==> src/rtl/instruction_cache_if.sv <==
// instruction_cache_if: fetch-side and instruction-memory-side signals of the instruction cache.
interface instruction_cache_if #(
    parameter int MA_W = 6,
    parameter int LINE_W = 128
);
    logic [31:0] pc;
    logic [31:0] instruction;
    logic busywait;
    logic [MA_W-1:0] mem_address;
    logic mem_read;
    logic [LINE_W-1:0] mem_readdata;
    logic mem_busywait;
    modport slave (
        input pc, mem_readdata, mem_busywait,
        output instruction, busywait, mem_address, mem_read
    );
    modport master (
        output pc, mem_readdata, mem_busywait,
        input instruction, busywait, mem_address, mem_read
    );
endinterface

==> src/rtl/instruction_cache.sv <==
// instruction_cache: direct-mapped read-only cache between the PC and a multi-cycle instruction memory.
module instruction_cache #(
    parameter int BLOCKS = 8,
    parameter int WORDS_PER_BLOCK = 4,
    parameter int TAG_W = 3
) (
    input logic CLK,
    input logic RESET,
    instruction_cache_if.slave bus
);
    localparam int IDX_W = $clog2(BLOCKS);
    localparam int OFF_W = $clog2(WORDS_PER_BLOCK);
    localparam int LINE_W = 32 * WORDS_PER_BLOCK;
    typedef enum logic [1:0] {IDLE, MEM_READ, UPDATE} state_t;
    state_t state_q;
    logic [BLOCKS-1:0] valid_q;
    logic [TAG_W-1:0] tag_q [BLOCKS];
    logic [LINE_W-1:0] data_q [BLOCKS];
    logic [TAG_W+IDX_W-1:0] addr_q;
    logic [TAG_W-1:0] tag;
    logic [IDX_W-1:0] idx;
    logic [OFF_W-1:0] off;
    logic hit;
    logic miss;
    assign off = bus.pc[2 +: OFF_W];
    assign idx = bus.pc[2+OFF_W +: IDX_W];
    assign tag = bus.pc[2+OFF_W+IDX_W +: TAG_W];
    // pc[31] marks the PC's pre-boot value; no lookup is made for it.
    assign hit = !bus.pc[31] && valid_q[idx] && tag_q[idx] == tag;
    assign miss = !RESET && !bus.pc[31] && !hit;
    assign bus.busywait = state_q != IDLE || miss;
    assign bus.instruction = (state_q == IDLE && hit) ? data_q[idx][32*off +: 32] : '0;
    assign bus.mem_read = state_q == MEM_READ;
    assign bus.mem_address = addr_q;
    always_ff @(posedge CLK or posedge RESET) begin
        if (RESET) begin
            state_q <= IDLE;
            valid_q <= '0;
            addr_q <= '0;
        end else begin
            case (state_q)
                IDLE: if (miss) begin
                    state_q <= MEM_READ;
                    addr_q <= {tag, idx};
                end
                MEM_READ: if (!bus.mem_busywait) state_q <= UPDATE;
                UPDATE: begin
                    state_q <= IDLE;
                    valid_q[addr_q[IDX_W-1:0]] <= 1'b1;
                end
                default: state_q <= IDLE;
            endcase
        end
    end
    // Line payload needs no reset; the valid bits alone gate its use.
    always_ff @(posedge CLK) begin
        if (state_q == UPDATE) begin
            data_q[addr_q[IDX_W-1:0]] <= bus.mem_readdata;
            tag_q[addr_q[IDX_W-1:0]] <= addr_q[IDX_W +: TAG_W];
        end
    end
endmodule

==> src/flat_wrapper.sv <==
// flat-port wrapper written by rule: the top's interface ports become plain ports
module instruction_cache_flat 
#(
    parameter int BLOCKS = 8,
    parameter int WORDS_PER_BLOCK = 4,
    parameter int TAG_W = 3
)
  (CLK, RESET, bus_pc, bus_mem_readdata, bus_mem_busywait, bus_instruction, bus_busywait, bus_mem_address, bus_mem_read);
  instruction_cache_if bus_i ();
  input logic CLK;
  input logic RESET;
  input wire logic [$bits(bus_i.pc)-1:0] bus_pc;
  input wire logic [$bits(bus_i.mem_readdata)-1:0] bus_mem_readdata;
  input wire logic [$bits(bus_i.mem_busywait)-1:0] bus_mem_busywait;
  output wire logic [$bits(bus_i.instruction)-1:0] bus_instruction;
  output wire logic [$bits(bus_i.busywait)-1:0] bus_busywait;
  output wire logic [$bits(bus_i.mem_address)-1:0] bus_mem_address;
  output wire logic [$bits(bus_i.mem_read)-1:0] bus_mem_read;
  assign bus_i.pc = bus_pc;
  assign bus_i.mem_readdata = bus_mem_readdata;
  assign bus_i.mem_busywait = bus_mem_busywait;
  assign bus_instruction = bus_i.instruction;
  assign bus_busywait = bus_i.busywait;
  assign bus_mem_address = bus_i.mem_address;
  assign bus_mem_read = bus_i.mem_read;
  instruction_cache #(.BLOCKS(BLOCKS), .WORDS_PER_BLOCK(WORDS_PER_BLOCK), .TAG_W(TAG_W)) u_core (.CLK(CLK), .RESET(RESET), .bus(bus_i));
endmodule
==> config.mk <==
export PLATFORM = sky130hd
export DESIGN_NAME = instruction_cache_flat
export DESIGN_NICKNAME = d
export VERILOG_FILES = /design/src/rtl/instruction_cache_if.sv /design/src/rtl/instruction_cache.sv /design/src/flat_wrapper.sv
export SDC_FILE = /design/constraint.sdc
export NUM_CORES = 1
export LEC_CHECK = 0
export BUFFER_PORTS_ARGS = -buffer_cell sky130_fd_sc_hd__buf_4
export CELL_PAD_IN_SITES_DETAIL_PLACEMENT = 1
export CELL_PAD_IN_SITES_GLOBAL_PLACEMENT = 2
export CORE_MARGIN = 3
export CORE_UTILIZATION = 49
export CTS_CLUSTER_DIAMETER = 100
export DETAILED_ROUTE_END_ITERATION = 8
export GPL_ROUTABILITY_DRIVEN = 0
export PLACE_DENSITY_LB_ADDON = 0.1
export SYNTH_ARGS = -nofsm -noshare
export SYNTH_HDL_FRONTEND = slang
export SYNTH_SLANG_ARGS = --single-unit
==> constraint.sdc <==
create_clock -name CLK -period 14 [get_ports CLK]
set_clock_uncertainty 0.1 [all_clocks]
set_input_delay 0.7 -clock CLK [delete_from_list [all_inputs] [get_ports CLK]]
set_output_delay 0.7 -clock CLK [all_outputs]
set_load 0.01 [all_outputs]
==> impl_metrics.yaml <==
outcome:
  status: "finished, final reports clean"
yosys:
  synth_warnings: 0
  syn_area_per_cell_um2: 23.69
  synth.most_common_cell: "edfxtp_1"
  synth_edf_count: 1048
  synth_common_cells: "edfxtp_1 (1048), mux4_2 (294), a211oi_1 (62)"
  synth.area.top_cells: "edfxtp_1 (77%), mux4_2 (16%), a211oi_1 (1.1%), mux2i_1 (1.1%), dfrtp_1 (0.98%)"
  syn_area_um2: 40910
  seq_area_frac_synth_pct: 77.90
  ys_ff_latch: 1064
  synth.top_cell.area_share_pct: 76.92
  synthDistinctLibCells: 30
  ys_async_sr_fraction_pct: 1.504
  ys.flop_type: "edfxtp_1"
  synth_nets: 1890
  synth_top_area_cell: "edfxtp_1"
  netlist_instances: 1727
route:
  first_pass_iters: 6
  wirelength_um: 94030
  wl_per_cell_um: 30.32
  ant_nets: 0
  drtIter0Drc: 1407
  avgViaCountPerCell: 5.993
  drc: 0
  num_vias: 18584
grt:
  grt_first_pass_wirelength_um: 138100
  grt_max_degree: 133
  antenna_found_initial: 10
  grt_pass1_vias: 20203
  grt_util_all_layers_pct: 21.93
  grt_overflow: 0
floorplanning:
  die_w_um: 295.0
  floorplan.initialDensity_pct: 49.67
  fp.dieArea_um2: 87000
  placementRows: 105
  core-area_um2: 82370
  die_y_um: 295.0
  pin_count: 203
power_and_ir_drop:
  p_int_uw: 5449
  p_total_uw: 6917
  p_clk_share_pct: 41.0
  switching_share_pct: 21.23
  seqPwrFrac_pct: 52.6
  p_comb_share_pct: 6.5
  p_switching_uw: 1469
  p_leak_uw: 0.01498
  vdd_drop_max_mv: 0.1048
  pwr_density_cell_nw_per_um2: 147.3
placed_design:
  placed_cell_area_um2: 43430
  portBuffers: 179
  pre_cts_slack_ns: 8.307
  dp_hpwl_um: 50450
final_layout:
  finalCoreUtilization_pct: 57.00
  nNetsFinal: 2104
  fillCellCount: 6792
  regArea_um2: 31870
  final_area_um2: 46950
  drive_gt1_share_pct: 33.14
  syn2layout_area_growth_pct: 14.76
  multi_input_area_um2: 8578
critical_path:
  required_ns: 13.20
  r2r_end: "u_core.data_q[1][30]"
  critPathKind: "in -> out"
  crit_path_end_kind: "primary output"
  critPathArrivalTime_ns: 4.69
  cp_max_fo: 65
  r2r_cells: 4
  cp-start-kind: "input port"
  rrSetupSlack_ns: 10.72
  rr_startpoint: "u_core.bus.mem_address[2]"
cts:
  clk_pin_slew_ns: 0.06
  cts_root_buf: "clkbuf_16"
  cts_setup_buffers: 0
  clkSinkCount: 1064
  cts.htree.levels: 3
  cts_hold_buf: 0
  cts_resized: 0
  clk_latency_ns: 0.65
  cts_made_buffers: 109
  cts_buffer_depth: 3
  cts_tree: "yes"
flow_run:
  cap_violations: 0
sta:
  maxSlewViolCount: 0
  worstMarginPinSlew_ns: 1.220
  maxSlewHeadroom_pct: 18.70
  finalCriticalPeriod_ns: 5.494
  rsz0062_at_grt: "no"
  finalCritPeriodShare_pct: 39.25
  tns_ns: 0
  setup_viol: 0
  layout_setup_ws_ns: 8.506
  max_freq_ghz: 0.1820
  finalHoldViolCount: 0
worst_hold_path:
  hold_path.class: "in -> async"
==> state kept, by name, indices dropped and copies added (netlist names) <==
register	flops
u_core.bus.mem_address	6
u_core.data_q	1024
u_core.state_q	2
u_core.tag_q	24
u_core.valid_q	8
==> placed cells by master (no fill, tap or decap), types with 2 or more instances in the layout <==
cell type	count
buf_4	196
inv_6	2
o211ai_1	6
mux4_2	294
a211o_1	31
clkbuf_8	2
clkinv_8	3
nand2b_1	2
nand4_1	7
o21ai_0	6
nand2_1	38
dfrtp_1	16
clkbuf_1	21
mux2i_1	44
xor2_2	2
buf_8	2
buf_12	6
nor2b_1	39
inv_1	2
clkinv_1	24
nor2_4	6
nor3_2	2
clkinv_2	19
clkbuf_16	110
or2_2	10
edfxtp_1	1048
a211oi_1	62
diode_2	6
bufinv_16	12
==> cells by family after synthesis <==
group | count (synthesis) | share of synthesized area [%]
flip-flops | 1064 | 77.90
multiplexers | 339 | 17.29
AND/OR/NAND/NOR | 110 | 1.413
AO/OA/AOI/OAI | 107 | 2.024
buffers and inverters | 104 | 1.272
XOR/XNOR | 3 | 0.1009
==> metrics by stage <==
step / instances / hold slack, ns
after global routing: 3098 / 0.09227
final: 3101 / 0.04748
after floorplan: 1727 / 0.3337
after global placement: 2900 / 0.3461
after detailed placement: 2900 / 0.3550
after CTS: 3095 / 0.02564
==> final cells by class <==
type                       count  area share, %
tap                         1070          2.851
multi-input combinational    559          18.27
timing repair buffer         205          3.483
clock inverter                63          1.407
antenna                        6        0.03198
clock buffer                 132          6.060
inverter                       2        0.01599
sequential                  1064          67.88
==> power groups by stage <==
stage / combinational [µW] / sequential [µW] / clock (µW)
after floorplan: 258 / 3710 / 0
after global placement: 445 / 3700 / 0
after detailed placement: 455 / 3700 / 0
after CTS: 456 / 3640 / 2900
after global routing: 482 / 3640 / 3040
final: 446 / 3640 / 2830
==> critical path, cell delays in order <==
cell	delay (ns)
buf_8	0.56
buf_4	0.88
buf_4	0.84
mux4_2	0.36
nor2b_1	0.13
a211oi_1	0.07
a211o_1	0.38
a211oi_1	0.44
buf_4	0.20
==> how the worst max path moves through the flow <==
stage	start	end	slack, ns	cells after the start
2_1_floorplan	u_core.bus.mem_address[2]	u_core.valid_q[0]	3.12	3
3_3_place_gp	bus_pc[4]	bus_instruction[9]	8.34	8
3_5_place_dp	bus_pc[4]	bus_instruction[7]	8.31	9
4_1_cts	bus_pc[4]	bus_instruction[7]	8.30	9
5_1_grt	bus_pc[4]	bus_instruction[7]	8.06	9
6_report	bus_pc[4]	bus_instruction[7]	8.51	9
==> routing by layer <==
metal	vias to the layer above	GRT usage [%]	share of wire, %
met4	8	7.315	2.9
li1	7858	-	-
met3	123	4.522	5.6
met2	446	35.93	50
met5	-	0	0.057
met1	10149	29.84	42
No activity file was read; power rests on OpenSTA's default activity.
